--- config.mk ---
export PLATFORM = sky130hd
export DESIGN_NAME = multicycle_control
export DESIGN_NICKNAME = d
export VERILOG_FILES = /design/src/rtl/multicycle_control.sv
export SDC_FILE = /design/constraint.sdc
export NUM_CORES = 1
export LEC_CHECK = 0
export CORE_UTILIZATION = 31
export DETAILED_ROUTE_END_ITERATION = 12
export PLACE_DENSITY = 0.74
export SLEW_MARGIN = 0
export SYNTH_ARGS = -nofsm -noshare
export SYNTH_HDL_FRONTEND = slang
export SYNTH_SLANG_ARGS = --single-unit
--- constraint.sdc ---
create_clock -name clk -period 2.1 [get_ports clk]
set_input_delay 0.63 -clock clk [delete_from_list [all_inputs] [get_ports clk]]
set_output_delay 0.63 -clock clk [all_outputs]
set_load 0.05 [all_outputs]
--- src/rtl/multicycle_control.sv ---
// Multicycle MIPS-style control unit: a Moore FSM that steps each instruction
// through fetch, decode and its execution states, driving datapath controls.
// Optional feature: define MULTICYCLE_CTRL_ADDI_EN to add the addi states
// (ADDIEX/ADDIWB); without it Op 001000 decodes as illegal.
module multicycle_control (
  input  logic       clk,
  input  logic       reset,
  input  logic [5:0] Op,
  input  logic [5:0] Funct,
  output logic       IorD,
  output logic       RegDst,
  output logic       MemtoReg,
  output logic       IRWrite,
  output logic       WE3,
  output logic       ALUSrcA,
  output logic       Branch,
  output logic       PCWrite,
  output logic       MemWrite,
  output logic [1:0] ALUSrcB,
  output logic [1:0] PCSrc,
  output logic [2:0] ALUControl,
  output logic       illegal_op,
  output logic [3:0] state
);

  localparam logic [3:0] FETCH   = 4'd0;
  localparam logic [3:0] DECODE  = 4'd1;
  localparam logic [3:0] MEMADR  = 4'd2;
  localparam logic [3:0] MEMRD   = 4'd3;
  localparam logic [3:0] MEMWB   = 4'd4;
  localparam logic [3:0] MEMWR   = 4'd5;
  localparam logic [3:0] EXECUTE = 4'd6;
  localparam logic [3:0] ALUWB   = 4'd7;
  localparam logic [3:0] BRANCH  = 4'd8;
`ifdef MULTICYCLE_CTRL_ADDI_EN
  localparam logic [3:0] ADDIEX  = 4'd9;
  localparam logic [3:0] ADDIWB  = 4'd10;
`endif
  localparam logic [3:0] JUMP    = 4'd11;

  localparam logic [5:0] OP_RTYPE = 6'b000000;
  localparam logic [5:0] OP_LW    = 6'b100011;
  localparam logic [5:0] OP_SW    = 6'b101011;
  localparam logic [5:0] OP_BEQ   = 6'b000100;
  localparam logic [5:0] OP_ADDI  = 6'b001000;
  localparam logic [5:0] OP_J     = 6'b000010;

  localparam logic [5:0] FN_ADD = 6'b100000;
  localparam logic [5:0] FN_SUB = 6'b100010;
  localparam logic [5:0] FN_AND = 6'b100100;
  localparam logic [5:0] FN_OR  = 6'b100101;
  localparam logic [5:0] FN_SLT = 6'b101010;

  logic [3:0] state_q;
  logic [3:0] next_state;
  logic       funct_ok;
  logic       op_ok;
  logic [2:0] funct_alu;

  // Map the R-type function field to an ALU operation and flag unknown codes
  always_comb begin
    funct_ok  = 1'b1;
    funct_alu = 3'b000;
    case (Funct)
      FN_ADD:  funct_alu = 3'b010;
      FN_SUB:  funct_alu = 3'b110;
      FN_AND:  funct_alu = 3'b000;
      FN_OR:   funct_alu = 3'b001;
      FN_SLT:  funct_alu = 3'b111;
      default: funct_ok  = 1'b0;
    endcase
  end

  // Decide whether the instruction in the IR is one this unit can execute
  always_comb begin
    op_ok = 1'b0;
    case (Op)
      OP_LW, OP_SW, OP_BEQ, OP_J: op_ok = 1'b1;
      OP_RTYPE:                   op_ok = funct_ok;
`ifdef MULTICYCLE_CTRL_ADDI_EN
      OP_ADDI:                    op_ok = 1'b1;
`else
      OP_ADDI:                    op_ok = 1'b0;
`endif
      default:                    op_ok = 1'b0;
    endcase
  end

  // Next-state selection; illegal instructions and unused codes return to FETCH
  always_comb begin
    next_state = FETCH;
    case (state_q)
      FETCH:  next_state = DECODE;
      DECODE: begin
        if (op_ok) begin
          case (Op)
            OP_LW, OP_SW: next_state = MEMADR;
            OP_RTYPE:     next_state = EXECUTE;
            OP_BEQ:       next_state = BRANCH;
`ifdef MULTICYCLE_CTRL_ADDI_EN
            OP_ADDI:      next_state = ADDIEX;
`endif
            OP_J:         next_state = JUMP;
            default:      next_state = FETCH;
          endcase
        end
      end
      MEMADR:  next_state = (Op == OP_SW) ? MEMWR : MEMRD;
      MEMRD:   next_state = MEMWB;
      EXECUTE: next_state = ALUWB;
`ifdef MULTICYCLE_CTRL_ADDI_EN
      ADDIEX:  next_state = ADDIWB;
`endif
      default: next_state = FETCH;
    endcase
  end

  // State register with synchronous active-low reset back to FETCH
  always_ff @(posedge clk) begin
    if (!reset) state_q <= FETCH;
    else        state_q <= next_state;
  end

  // Moore output decode; everything is held at zero while reset is low
  always_comb begin
    IorD       = 1'b0;
    RegDst     = 1'b0;
    MemtoReg   = 1'b0;
    IRWrite    = 1'b0;
    WE3        = 1'b0;
    ALUSrcA    = 1'b0;
    Branch     = 1'b0;
    PCWrite    = 1'b0;
    MemWrite   = 1'b0;
    ALUSrcB    = 2'b00;
    PCSrc      = 2'b00;
    ALUControl = 3'b000;
    illegal_op = 1'b0;
    if (reset) begin
      case (state_q)
        FETCH: begin
          IRWrite    = 1'b1;
          PCWrite    = 1'b1;
          ALUSrcB    = 2'b01;
          ALUControl = 3'b010;
        end
        DECODE: begin
          ALUSrcB    = 2'b11;
          ALUControl = 3'b010;
          illegal_op = !op_ok;
        end
        MEMADR: begin
          ALUSrcA    = 1'b1;
          ALUSrcB    = 2'b10;
          ALUControl = 3'b010;
        end
        MEMRD: IorD = 1'b1;
        MEMWB: begin
          MemtoReg = 1'b1;
          WE3      = 1'b1;
        end
        MEMWR: begin
          IorD     = 1'b1;
          MemWrite = 1'b1;
        end
        EXECUTE: begin
          ALUSrcA    = 1'b1;
          ALUControl = funct_alu;
        end
        ALUWB: begin
          RegDst = 1'b1;
          WE3    = 1'b1;
        end
        BRANCH: begin
          ALUSrcA    = 1'b1;
          ALUControl = 3'b110;
          PCSrc      = 2'b01;
          Branch     = 1'b1;
        end
`ifdef MULTICYCLE_CTRL_ADDI_EN
        ADDIEX: begin
          ALUSrcA    = 1'b1;
          ALUSrcB    = 2'b10;
          ALUControl = 3'b010;
        end
        ADDIWB: WE3 = 1'b1;
`endif
        JUMP: begin
          PCSrc   = 2'b10;
          PCWrite = 1'b1;
        end
        default: ;
      endcase
    end
  end

  assign state = reset ? state_q : FETCH;

endmodule

==> results.py, run 1 <==
metrics = {
    "yosys": {
        "yosysMostFrequentCell": "nor2_1",
        "postSynthNetCount": 92,
        "syn_avg_cell_area_um2": 6.66,
        "mappedNetlistArea_um2": 519,
        "synth_enable_flop_cells": 0,
        "yosys-top-cells-area": "dfxtp_1 15%, nor2_1 10%, xnor2_1 6.7%",
        "seq_area_frac_synth": 0.154,
        "synth_async_sr_flop_share": 0,
        "synth_seq_cells": 4,
        "ys.flop_type": "dfxtp_1",
        "yosysWarnings": 0,
        "synth_cell_type_count": 31,
        "synth_top_area_share": 0.154,
        "synth_common_cells": "14 x nor2_1, 5 x nand2_1, 5 x nand2b_1",
        "synthCells": 78,
        "synth_top_cell_by_area": "dfxtp_1",
    },
    "cts": {
        "htree_levels": 1,
        "cts_buffers": 3,
        "cts-root-buf": "clkbuf_4",
        "post-cts-setup-buffer-count": 4,
        "post_cts_resized": 79,
        "numClockSinks": 4,
        "clk_path_buf_depth": 2,
        "hold_buffers": 0,
    },
    "placed_design": {
        "io_buffers": 34,
        "hpwl_um": 1750,
        "gp_congestion": 0.799,
        "detailedPlace.worstSlack_ns": -0.731,
    },
    "outcome": {
        "lastStage": "clock tree synthesis (4_1_cts)",
        "tool.error": "[ERROR DPL-0033] detailed placement checks failed during check placement.",
        "status": "aborted with a tool error",
    },
    "floorplanning": {
        "ios": 35,
        "die_w_um": 42.9,
        "rows": 14,
        "initial_utilization": 0.337,
        "die_y_um": 42.9,
    },
}
## cells by family after synthesis
kind of cell / synth area share
compound gates: 0.222
xor+xnor: 0.0675
buf+inv: 0.0795
flops: 0.154
simple gates: 0.477
## per-stage QoR
stage	TNS (ns)	instances	cell area (um2)
3_5_place_dp	-8.06	145	1320
3_3_place_gp	-7.40	145	1320
2_1_floorplan	-0.897	78	644
==> inputs of run 2 (changes only) <==
Settings changed: CORE_AREA from default to 2 2 63 65, CORE_UTILIZATION 31 to default, DIE_AREA from default to 0 0 65 67, PLACE_DENSITY 0.74 to default, PLACE_DENSITY_LB_ADDON from default to 0.15.
Clock period 2.1 ns to 2.75 ns, I/O delays scaled along.
==> results.py, run 2 <==
metrics = {
    "outcome": {
        "status": "finished with violations",
        "violations": "setup timing",
    },
    "cts": {
        "cts-root-buf": "clkbuf_8",
        "cts_buffers": 3,
        "clk_latency_ns": 0.22,
        "hold_buffers": 0,
        "clk_path_buf_depth": 2,
        "cts_tree": "done",
        "htree_levels": 1,
        "numClockSinks": 4,
        "clk_transition_reported_paths_ns": 0.03,
    },
    "yosys": {
        "synth_top_area_share": 0.154,
        "synth_async_sr_flop_share": 0,
        "yosysWarnings": 0,
        "synth_top_cell_by_area": "dfxtp_1",
        "synth_common_cells": "14 x nor2_1, 5 x nand2_1, 5 x nand2b_1",
        "seq_area_frac_synth": 0.154,
        "yosysMostFrequentCell": "nor2_1",
        "synth_cell_type_count": 31,
        "syn_avg_cell_area_um2": 6.66,
        "postSynthNetCount": 92,
        "yosys-top-cells-area": "dfxtp_1 15%, nor2_1 10%, xnor2_1 6.7%",
        "synth_enable_flop_cells": 0,
        "mappedNetlistArea_um2": 519,
        "synth_seq_cells": 4,
        "synthCells": 78,
        "ys.flop_type": "dfxtp_1",
    },
    "grt": {
        "grt_overflow": 0,
        "gr-usage-all-layers": 0.107,
        "grt_pass1_wl_um": 3600,
        "grt_max_degree": 10,
        "antenna_found_initial": 0,
        "grt_pass1_vias": 815,
    },
    "sta": {
        "finalSetupTns_ns": -0.0565,
        "drv_slew": 0,
        "clock.fmax_ghz": 0.356,
        "min_period_over_period": 1.02,
        "worst_pin_slew_ns": 0.407,
        "skew_ns": 0.000414,
        "slew_headroom": 0.728,
        "setup_violations": 1,
        "timing_hold_violations_final": 0,
        "fin_crit_ns": 2.81,
        "worst_slack_ns": -0.0565,
        "rsz0062_at_grt": "true",
    },
    "placed_design": {
        "io_buffers": 34,
        "post-place-cells": 178,
        "gp_congestion": 0.767,
        "hpwl_um": 1680,
    },
    "job": {
        "maxCapViolations": 0,
    },
    "critical_path": {
        "start_kind": "primary input",
        "critPathMostFrequentCell": "buf_6",
        "cp_top_family": "simple AND/OR/NAND/NOR gates",
        "cp.arrival_ns": 1.98,
        "critical_path_peak_fanout": 2,
        "cp_cell_sequence": "buf_6, or4_4, a21oi_2, o31ai_1, and3b_1, buf_6",
        "crit_type": "primary input to output port",
        "critPathBufInv": 2,
        "worst_setup_path_end_kind": "output port",
        "critPathRequiredTime_ns": 1.93,
        "worst_path_largest_cell_delay_ns": 0.53,
        "crit_slowest_cell": "or4_4",
    },
    "layout": {
        "fin_cells": 182,
        "antenna_cells": 0,
        "drive_gt1_frac": 0.590,
        "largest_reg_flops": 4,
        "final_common_cell": "buf_4",
        "largestRegisters": "state_q (4)",
        "final_cell_mix": "23 x buf_4, 20 x buf_12, 9 x nor2_1",
        "num-nets-final": 150,
        "largest_register": "state_q",
        "syn_to_final_growth_pct": 179,
    },
    "min_path": {
        "hp-class": "flip-flop to flip-flop",
    },
    "routing": {
        "num_vias": 761,
        "drtIter0Drc": 12,
        "wl_um": 2110,
        "wl_per_cell_um": 11.6,
        "first_pass_iters": 4,
        "viasPerCell": 4.18,
        "ant_nets": 0,
        "drc": 0,
    },
    "floorplanning": {
        "die_y_um": 67,
        "die_w_um": 65,
        "initial_utilization": 0.144,
        "die_area_um2": 4360,
        "rows": 22,
        "ios": 35,
        "coreArea_um2": 3610,
    },
    "power_and_ir_drop": {
        "p_leak_nw": 0.558,
        "power_density_nw_per_um2": 229,
        "vdd_drop_max_uv": 98.8,
    },
}
==> run 2: cell counts after synthesis <==
No cell type changed its count.
==> run 2: power by group <==
part | internal (W) | switching, W | leakage, nW
clock network | 0.0000936 | 0.0000340 | 0.0216
registers | 0.0000599 | 0.00000123 | 0.0326
logic | 0.0000719 | 0.0000709 | 0.504
==> run 2: metal layers <==
metal,vias to the layer above,part of all wire,track usage
li1,389,-,-
met1,338,0.38,0.118
met2,29,0.53,0.193
met3,5,0.058,0.00845
met4,0,0.030,0.0718
met5,-,0,0
==> run 2: path summary, 6_finish.rpt <==
check,startpoint,to,slack [ns],depth (start not counted)
worst max-delay path,Op[4],illegal_op,-0.06,6
worst min-delay path,state_q[3]$_SDFF_PN0_,state_q[0]$_SDFF_PN0_,0.67,1
worst max register to register,state_q[1]$_SDFF_PN0_,state_q[2]$_SDFF_PN0_,1.22,5
worst min register to register,state_q[3]$_SDFF_PN0_,state_q[0]$_SDFF_PN0_,0.67,1
==> run 2: kinds of logic after synthesis <==
family / after synthesis / share of synthesized area
AO/OA/AOI/OAI: 16 / 0.222
XOR/XNOR: 4 / 0.0675
buffers and inverters: 9 / 0.0795
AND/OR/NAND/NOR: 45 / 0.477
flip-flops: 4 / 0.154
==> run 2: what timing repair did <==
action / CTS / global route
endpoints found under the setup margin: 16 / 1
setup buffers: 1 / 1
gates resized for setup: 34 / 12
pin swaps: 9 / 4
endpoints found under the hold margin: 0 / 0
==> run 2: cell type report <==
class,count,area (um2)
Fill cell,364,2160
Timing Repair Buffer,58,706
Multi-Input combinational cell,65,544
Sequential cell,4,80.1
Tap cell,48,60.1
Clock buffer,3,41.3
Inverter,4,15.0
==> run 2: metrics by stage <==
stage           util  hold slack (ns)  total power, W  area (um2)  worst slack, ns
5_1_grt        0.401            0.721        0.000343        1450           -0.108
3_5_place_dp   0.372            0.682        0.000198        1340           -0.497
6_report       0.401            0.673        0.000331        1450          -0.0565
3_3_place_gp   0.372            0.665        0.000196        1340           -0.434
4_1_cts        0.399            0.680        0.000332        1440           -0.118
2_1_floorplan      -            0.587        0.000120         596           -0.298
No activity file was read; power rests on OpenSTA's default activity.
==> inputs of run 3 (changes only) <==
Settings changed: PLACE_DENSITY_LB_ADDON 0.15 to default, RECOVER_POWER from default to 25.
==> results.py, run 3 (synthesis results as in run 2) <==
metrics = {
    "floorplanning": {
        "die_area_um2": 4360,
        "rows": 22,
        "die_w_um": 65,
        "initial_utilization": 0.144,
        "coreArea_um2": 3610,
        "die_y_um": 67,
        "ios": 35,
    },
    "sta": {
        "rsz0062_at_grt": "true",
        "timing_hold_violations_final": 0,
        "whs_ns": 0.655,
        "fin_crit_ns": 2.79,
        "min_period_over_period": 1.01,
        "setup_violations": 1,
        "worst_pin_slew_ns": 0.400,
        "worst_slack_ns": -0.0403,
        "slew_headroom": 0.733,
        "skew_ns": 0.00564,
        "drv_slew": 0,
        "clock.fmax_ghz": 0.358,
    },
    "layout": {
        "largest_register": "state_q",
        "fin_util": 0.399,
        "final_common_cell": "buf_12",
        "num-nets-final": 147,
        "final_cell_mix": "20 x buf_12, 19 x buf_4, 10 x nor2_1",
        "syn_to_final_growth_pct": 177,
        "largest_reg_flops": 4,
        "largestRegisters": "state_q (4)",
        "antenna_cells": 0,
        "drive_gt1_frac": 0.565,
    },
    "power_and_ir_drop": {
        "netSwitchingFraction": 0.320,
        "power_frac_clock": 0.391,
        "vdd_drop_max_uv": 152,
        "seqPwrFrac": 0.192,
        "internal_power_w": 0.000223,
        "p_leak_nw": 0.549,
        "p_comb_frac": 0.417,
        "power_density_nw_per_um2": 228,
        "power.switching_w": 0.000105,
    },
    "cts": {
        "htree_levels": 1,
        "cts_buffers": 3,
        "clk_latency_ns": 0.23,
        "numClockSinks": 4,
        "clk_path_buf_depth": 2,
        "clk_transition_reported_paths_ns": 0.03,
        "cts_tree": "done",
        "cts-root-buf": "clkbuf_8",
    },
    "outcome": {
        "status": "finished with violations",
        "violations": "setup timing",
    },
    "routing": {
        "wl_per_cell_um": 10.9,
        "drc": 0,
        "drtIter0Drc": 14,
        "wl_um": 1950,
        "ant_nets": 0,
        "num_vias": 763,
        "first_pass_iters": 4,
        "viasPerCell": 4.26,
    },
    "grt": {
        "grt_overflow": 0,
        "grt_pass1_wl_um": 3180,
        "gr-usage-all-layers": 0.0954,
        "antenna_found_initial": 0,
        "grt_max_degree": 10,
        "grt_pass1_vias": 728,
    },
    "placed_design": {
        "gp_congestion": 0.839,
        "hpwl_um": 1560,
        "io_buffers": 34,
    },
    "min_path": {
        "hp-class": "flip-flop to flip-flop",
    },
    "job": {
        "maxCapViolations": 0,
    },
    "critical_path": {
        "cp_cell_sequence": "buf_6, or4_4, a21oi_2, o31ai_1, and3b_1, buf_6",
        "start_kind": "primary input",
        "crit_slowest_cell": "or4_4",
        "worst_path_largest_cell_delay_ns": 0.53,
        "cp_top_family": "simple AND/OR/NAND/NOR gates",
        "cp.arrival_ns": 1.97,
        "critPathRequiredTime_ns": 1.93,
        "worst_setup_path_end_kind": "output port",
        "critical_path_peak_fanout": 2,
        "critPathBufInv": 2,
        "crit_type": "primary input to output port",
        "critPathMostFrequentCell": "buf_6",
    },
}
## run 3: changes by cell type in the layout (fill, tap and decap cells not counted), sizes merged
cell,before,now
clkdlybuf4s15,3,4
dlygate4sd2,2,4
buf,48,44
clkbuf,6,4
## run 3: cell type report
cell class / instances / area, um2
Fill cell: 372 / 2170
Timing Repair Buffer: 55 / 692
Multi-Input combinational cell: 65 / 549
Sequential cell: 4 / 80.1
Tap cell: 48 / 60.1
Clock buffer: 3 / 41.3
Inverter: 4 / 15.0
## run 3: power by group through the flow
stage	Sequential [W]	Clock [W]	Combinational, W
5_1_grt	0.0000634	0.000136	0.000144
6_report	0.0000632	0.000128	0.000137
4_1_cts	0.0000631	0.000131	0.000136
3_3_place_gp	0.0000637	0	0.000129
2_1_floorplan	0.0000609	0	0.0000594
3_5_place_dp	0.0000637	0	0.000130
## run 3: worst paths after layout
path | slack (ns) | startpoint | cells after the start | end
max | -0.04 | Op[5] | 6 | illegal_op
min | 0.65 | state_q[3]$_SDFF_PN0_ | 1 | state_q[0]$_SDFF_PN0_
max reg2reg | 1.21 | state_q[1]$_SDFF_PN0_ | 5 | state_q[2]$_SDFF_PN0_
min reg2reg | 0.65 | state_q[3]$_SDFF_PN0_ | 1 | state_q[0]$_SDFF_PN0_
## run 3: per-layer routing
layer / wire length [um] / global-route usage
met4: 43 / 0.0559
met2: 944 / 0.156
met3: 145 / 0.0270
met5: 0 / 0
met1: 817 / 0.111
## run 3: timing repair
| item | in CTS | in global routing |
|---|---|---|
| buffers inserted | 1 | 1 |
| setup endpoints to repair | 17 | 1 |
| gates resized for setup | 43 | 2 |
| pin swaps | 7 | 1 |
| cloned | 0 | 0 |
| hold buffers | 0 | 0 |
## run 3: worst register-to-register path: stages, from the launching register on
cell	delay, ns
dfxtp_1	0.53
inv_1	0.19
nand4_1	0.15
buf_4	0.14
and4bb_2	0.22
a31o_2	0.21
## run 3: metrics by stage
step | std cells | worst slack, ns | TNS [ns] | area (um2) | total power, W
floorplan | 78 | -0.298 | -0.526 | 596 | 0.000120
global placement | 175 | -0.446 | -2.06 | 1320 | 0.000192
detailed placement | 175 | -0.429 | -2.16 | 1320 | 0.000194
CTS | 178 | -0.0584 | -0.0584 | 1430 | 0.000330
global route | 179 | -0.0794 | -0.0794 | 1440 | 0.000343
finish | 179 | -0.0403 | -0.0403 | 1440 | 0.000328
==> inputs of run 4 (changes only) <==
Settings changed: TNS_END_PERCENT from default to 50.
==> results.py, run 4 (synthesis results as in run 2) <==
metrics = {
    "outcome": {
        "status": "finished with violations",
        "violations": "setup timing",
    },
    "placed_design": {
        "detailedPlace.worstSlack_ns": -0.468,
        "io_buffers": 34,
        "dpl-instance-area_um2": 1310,
        "gp_congestion": 0.889,
        "hpwl_um": 1640,
    },
    "critical_path": {
        "critical_path_peak_fanout": 2,
        "timing.rr.end": "state_q[2]$_SDFF_PN0_",
        "worstSetupStartpoint": "Op[5]",
        "crit_type": "primary input to output port",
        "cp.arrival_ns": 1.99,
        "critPathRequiredTime_ns": 1.93,
        "start_kind": "primary input",
        "reg2reg_depth": 5,
        "worst_setup_path_end_kind": "output port",
        "crit_slowest_cell": "or4_4",
        "worst_path_largest_cell_delay_ns": 0.53,
        "reg2reg_from": "state_q[1]$_SDFF_PN0_",
        "rrSetupSlack_ns": 1.24,
        "critPathMostFrequentCell": "buf_6",
        "cp_cell_sequence": "buf_6, or4_4, a21oi_2, o31ai_2, and3b_1, buf_6",
    },
    "sta": {
        "drv_slew": 0,
        "worst_slack_ns": -0.0656,
        "rsz0062_at_grt": "true",
        "timing_hold_violations_final": 0,
        "clock.fmax_ghz": 0.355,
        "whs_ns": 0.734,
        "setup_violations": 1,
        "worst_pin_slew_ns": 0.438,
        "fin_crit_ns": 2.82,
        "min_period_over_period": 1.02,
        "slew_headroom": 0.701,
        "skew_ns": 0.00237,
    },
    "cts": {
        "htree_levels": 1,
        "clk_path_buf_depth": 2,
        "cts-root-buf": "clkbuf_8",
        "clk_latency_ns": 0.22,
        "cts_tree": "done",
        "numClockSinks": 4,
        "clk_transition_reported_paths_ns": 0.03,
        "cts_buffers": 3,
        "hold_buffers": 0,
    },
    "routing": {
        "ant_nets": 0,
        "drc": 0,
        "first_pass_iters": 4,
        "drtIter0Drc": 14,
        "num_vias": 767,
        "wl_um": 2020,
        "wl_per_cell_um": 11.2,
        "viasPerCell": 4.26,
    },
    "layout": {
        "largestRegisters": "state_q (4)",
        "largest_reg_flops": 4,
        "final_common_cell": "buf_4",
        "antenna_cells": 0,
        "final_cell_area_um2": 1390,
        "largest_register": "state_q",
        "syn_to_final_growth_pct": 168,
        "final_cell_mix": "21 x buf_4, 20 x buf_12, 10 x nor2_1",
        "drive_gt1_frac": 0.576,
        "fillers": 364,
        "num-nets-final": 148,
    },
    "power_and_ir_drop": {
        "total_power_w": 0.000324,
        "vdd_drop_max_uv": 142,
        "power_density_nw_per_um2": 233,
        "p_leak_nw": 0.557,
    },
    "min_path": {
        "worst_hold_startpoint": "state_q[3]$_SDFF_PN0_",
        "whs_endpoint": "state_q[0]$_SDFF_PN0_",
        "hp-class": "flip-flop to flip-flop",
        "hold_path_depth": 1,
    },
    "grt": {
        "grt_pass1_vias": 757,
        "grt_overflow": 0,
        "grt_max_degree": 10,
        "grt_pass1_wl_um": 3510,
        "antenna_found_initial": 0,
        "gr-usage-all-layers": 0.103,
    },
    "floorplanning": {
        "die_w_um": 65,
        "ios": 35,
        "coreArea_um2": 3610,
        "rows": 22,
        "initial_utilization": 0.144,
        "die_area_um2": 4360,
        "die_y_um": 67,
    },
    "job": {
        "maxCapViolations": 0,
    },
}
==> run 4: worst max-delay path by stage <==
| stage | end | slack, ns | cells past startpoint |
|---|---|---|---|
| finish | illegal_op | -0.07 | 6 |
| global route | illegal_op | -0.11 | 6 |
| CTS | illegal_op | -0.06 | 6 |
| detailed placement | illegal_op | -0.47 | 7 |
| global placement | illegal_op | -0.44 | 7 |
| floorplan | MemWrite | -0.33 | 3 |
==> run 4: metrics by stage <==
stage          utilization  setup TNS, ns  cells
2_1_floorplan            -          -1.67     78
5_1_grt              0.386         -0.108    180
4_1_cts              0.393        -0.0551    180
3_5_place_dp         0.363          -3.01    176
3_3_place_gp         0.363          -2.76    176
6_report             0.386        -0.0656    180
==> run 4: timing repair <==
item,4_1_cts,5_1_grt
setup buffers,1,0
pin swaps,4,2
endpoints found under the hold margin,0,0
setup endpoints to repair,18,5
resized for setup,48,5
gates cloned,0,0
==> run 4: where the power goes <==
group	switching, W	internal [W]	leakage, nW	total [W]
clock network	0.0000318	0.0000934	0.0216	0.000125
logic	0.0000662	0.0000688	0.503	0.000135
registers	0.00000392	0.0000599	0.0326	0.0000638
==> run 4: final cells by class <==
type / instances / area, um2 / share of cell area
clock buffers: 3 / 41.3 / 0.0296
flip-flops and latches: 4 / 80.1 / 0.0575
well taps: 48 / 60.1 / 0.0431
inverters: 4 / 15.0 / 0.0108
multi-input cells: 65 / 523 / 0.376
repair buffers: 56 / 673 / 0.483
==> run 4: critical path: cells and delay by family <==
family,cells,cell delay (ns)
and+or+nand+nor,2,0.72
AOI/OAI and AO/OA,2,0.20
buffers and inverters,2,0.24
==> run 4: metal layers <==
layer  vias to the layer above  share of wire  routed length [um]  GRT usage
met3                         2          0.052                 104     0.0169
met2                        26           0.52                1050      0.189
met1                       351           0.41                 835      0.119
met4                         0          0.011                  23     0.0399
met5                         -              0                   0          0
li1                        388              -                   -          -
==> RTL edit (flow settings as in run 4) <==
Register the inputs `Op` and `Funct` before use, with the module's reset. The logic sees them one clock later.
--- a/src/rtl/multicycle_control.sv
+++ b/src/rtl/multicycle_control.sv
@@ -53,2 +53,15 @@
 
+  logic [5:0] Op_q;
+  logic [5:0] Funct_q;
+
+  always_ff @(posedge clk) begin
+    if (!reset) begin
+      Op_q    <= '0;
+      Funct_q <= '0;
+    end else begin
+      Op_q    <= Op;
+      Funct_q <= Funct;
+    end
+  end
+
   logic [3:0] state_q;
@@ -63,3 +76,3 @@
     funct_alu = 3'b000;
-    case (Funct)
+    case (Funct_q)
       FN_ADD:  funct_alu = 3'b010;
@@ -76,3 +89,3 @@
     op_ok = 1'b0;
-    case (Op)
+    case (Op_q)
       OP_LW, OP_SW, OP_BEQ, OP_J: op_ok = 1'b1;
@@ -95,3 +108,3 @@
         if (op_ok) begin
-          case (Op)
+          case (Op_q)
             OP_LW, OP_SW: next_state = MEMADR;
@@ -107,3 +120,3 @@
       end
-      MEMADR:  next_state = (Op == OP_SW) ? MEMWR : MEMRD;
+      MEMADR:  next_state = (Op_q == OP_SW) ? MEMWR : MEMRD;
       MEMRD:   next_state = MEMWB;
Function: changed (a bounded check fails within 4 cycles, from zero or initial values and one cycle with reset low).
==> RTL edit against run 4 <==
- sequential power rose to 4.0 times the old value
- fmax rose by 1.4%
- total power rose by 95%
- largest cell class unchanged
- highest routed layer unchanged
- count of clock-buffer cells in the layout rose by 1
- wire length rose by 17%
- synthesized cell count rose by 33%
- sequential cell count rose by 12
- hold slack got worse by 0.24 ns
- design area rose by 27%
- area after synthesis rose by 66%
- clock skew fell by 0.00075 ns
- final cell count rose by 14%
- setup slack improved by 0.040 ns
- the flow still finishes with violations (setup timing)
==> RTL edit: results (changes against run 4) <==
stage,metric,value,unit,change
outcome,status,"complete, but fails checks",,
place,port_buffers,34,,unchanged
layout,nFillCells,342,,-6.0%
grt,grt_max_degree,20,,+10
grt,grt_pass1_vias,946,,+25%
setup_path,r2r-start,Funct_q[2],,
setup_path,max_stage_delay,0.44,ns,-0.09 ns
place,placed_cells,199,,+13%
drt,drt_iter0_drc,17,,+3
grt,grt_pass1_wl,3.95,mm,+13%
min_path,timing.hold.worst_path_depth,1,,unchanged
synthesis,synth_xor_xnor_area_share,3.05,%,-3.7 points
min_path,min_to,state_q[3],,
synthesis,yosysSeqAreaShare,37.2,%,+22 points
synthesis,synthTopCellsByArea,"dfxtp_1, and2_1, nor3_1, nand2b_1, nand2_1",,
synthesis,synth_nets,118,,+28%
place,pre_cts_ws,-0.672,ns,-0.205 ns
sta,final-setup-viol-count,1,,unchanged
drt,viasPerCell,4.49,,+5.3%
setup_path,arrival,1.95,ns,-0.04 ns
setup_path,r2r_setup_slack,0.96,ns,-0.28 ns
synthesis,synthMuxAreaShare,1.31,%,+1.3 points
place,hpwlAfterDp,1.94,mm,+18%
layout,nets,172,,+16%
grt,grt_use_total,11.6,%,+1.3 points
outcome,violations,setup timing,,
sta,finalWorstSetupSlack,-0.0255,ns,+0.0401 ns
drt,wl_per_cell,11.5,µm,+2.7%
synthesis,synth_compound_area_share,11.5,%,-11 points
clock_network,cts-root-buf,clkbuf_8,,
synthesis,syn_inst,104,,+33%
sta,skew,0.00162,ns,-0.000753 ns
place,gp_congestion,0.849,,-4.6%
layout,drive_above_1_share,43.3,%,-14 points
layout,largestRegisters,"Funct_q: 6 flops, Op_q: 6 flops, state_q: 4 flops",,
layout,stdcell_count,205,,+14%
sta,worst_pin_slew,0.470,ns,+0.0327 ns
setup_path,reg2regPathDepth,4,,-1
setup_path,reg2reg_to,state_q[1],,
min_path,holdCritStartpoint,Op_q[4],,
RTL edit: cell types whose count changed after synthesis, sizes merged, moves of 4 or more:
cell    change
dfxtp      +12
nor3        +6
nor2        -9
and2       +12
clkbuf      +4
RTL edit: worst max path at each step:
stage | cells after the start | endpoint | slack [ns] | from
global route | 6 | ALUControl[1] | -0.05 | reset
CTS | 6 | ALUControl[1] | -0.03 | reset
floorplan | 4 | ALUControl[1] | -0.31 | reset
global placement | 6 | ALUControl[1] | -0.66 | reset
detailed placement | 6 | ALUControl[1] | -0.67 | reset
finish | 6 | ALUControl[1] | -0.03 | reset
RTL edit: where the power goes:
group	internal [mW]	switching, mW	leakage, nW
Clock	0.127	0.0722	0.0288
Combinational	0.0937	0.0850	0.547
Sequential	0.244	0.00963	0.133
RTL edit: per-layer routing:
metal / part of all wire (%) / vias up / track usage, %
li1: - / 467 / -
met5: 0 / - / 0
met4: 1.7 / 0 / 7.98
met1: 41 / 413 / 12.3
met2: 53 / 36 / 21.5
met3: 4.6 / 4 / 1.18
RTL edit: cell type report:
cell class,instances,area share [%]
multi-input combinational,78,33.6
tap,48,3.39
sequential,16,18.2
clock buffer,4,3.11
inverter,3,0.778
timing repair buffer,56,40.9
RTL edit: cells by family after synthesis:
kind of cell / count (synthesis)
xor gates and xnor gates: 3
and+or+nand+nor: 59
muxes: 1
buffers and inverters: 10
adders and majority gates: 1
AOI/OAI and AO/OA: 14
DFF: 16
RTL edit: repair_timing:
item / 4_1_cts / 5_1_grt
pin swaps: 2 / 0
gates resized for setup: 12 / 5
setup buffers: 2 / 0
setup endpoints to repair: 21 / 5
RTL edit: worst register-to-register path, stage by stage (launching register included):
cell and delay [ns]:
dfxtp_2 0.35, mux2_1 0.33, or4b_4 0.53, o41a_1 0.34, o31ai_2 0.17
RTL edit: stage by stage:
stage / hold slack (ns) / cell area [µm²] / utilization [%] / setup TNS (ns) / total power [mW]
2_1_floorplan: 0.440 / 926 / - / -1.67 / 0.344
3_3_place_gp: 0.464 / 1650 / 45.8 / -5.33 / 0.429
3_5_place_dp: 0.479 / 1650 / 45.8 / -5.66 / 0.432
4_1_cts: 0.491 / 1750 / 48.4 / -0.0255 / 0.640
5_1_grt: 0.524 / 1770 / 49.1 / -0.0906 / 0.662
6_report: 0.495 / 1770 / 49.1 / -0.0255 / 0.631
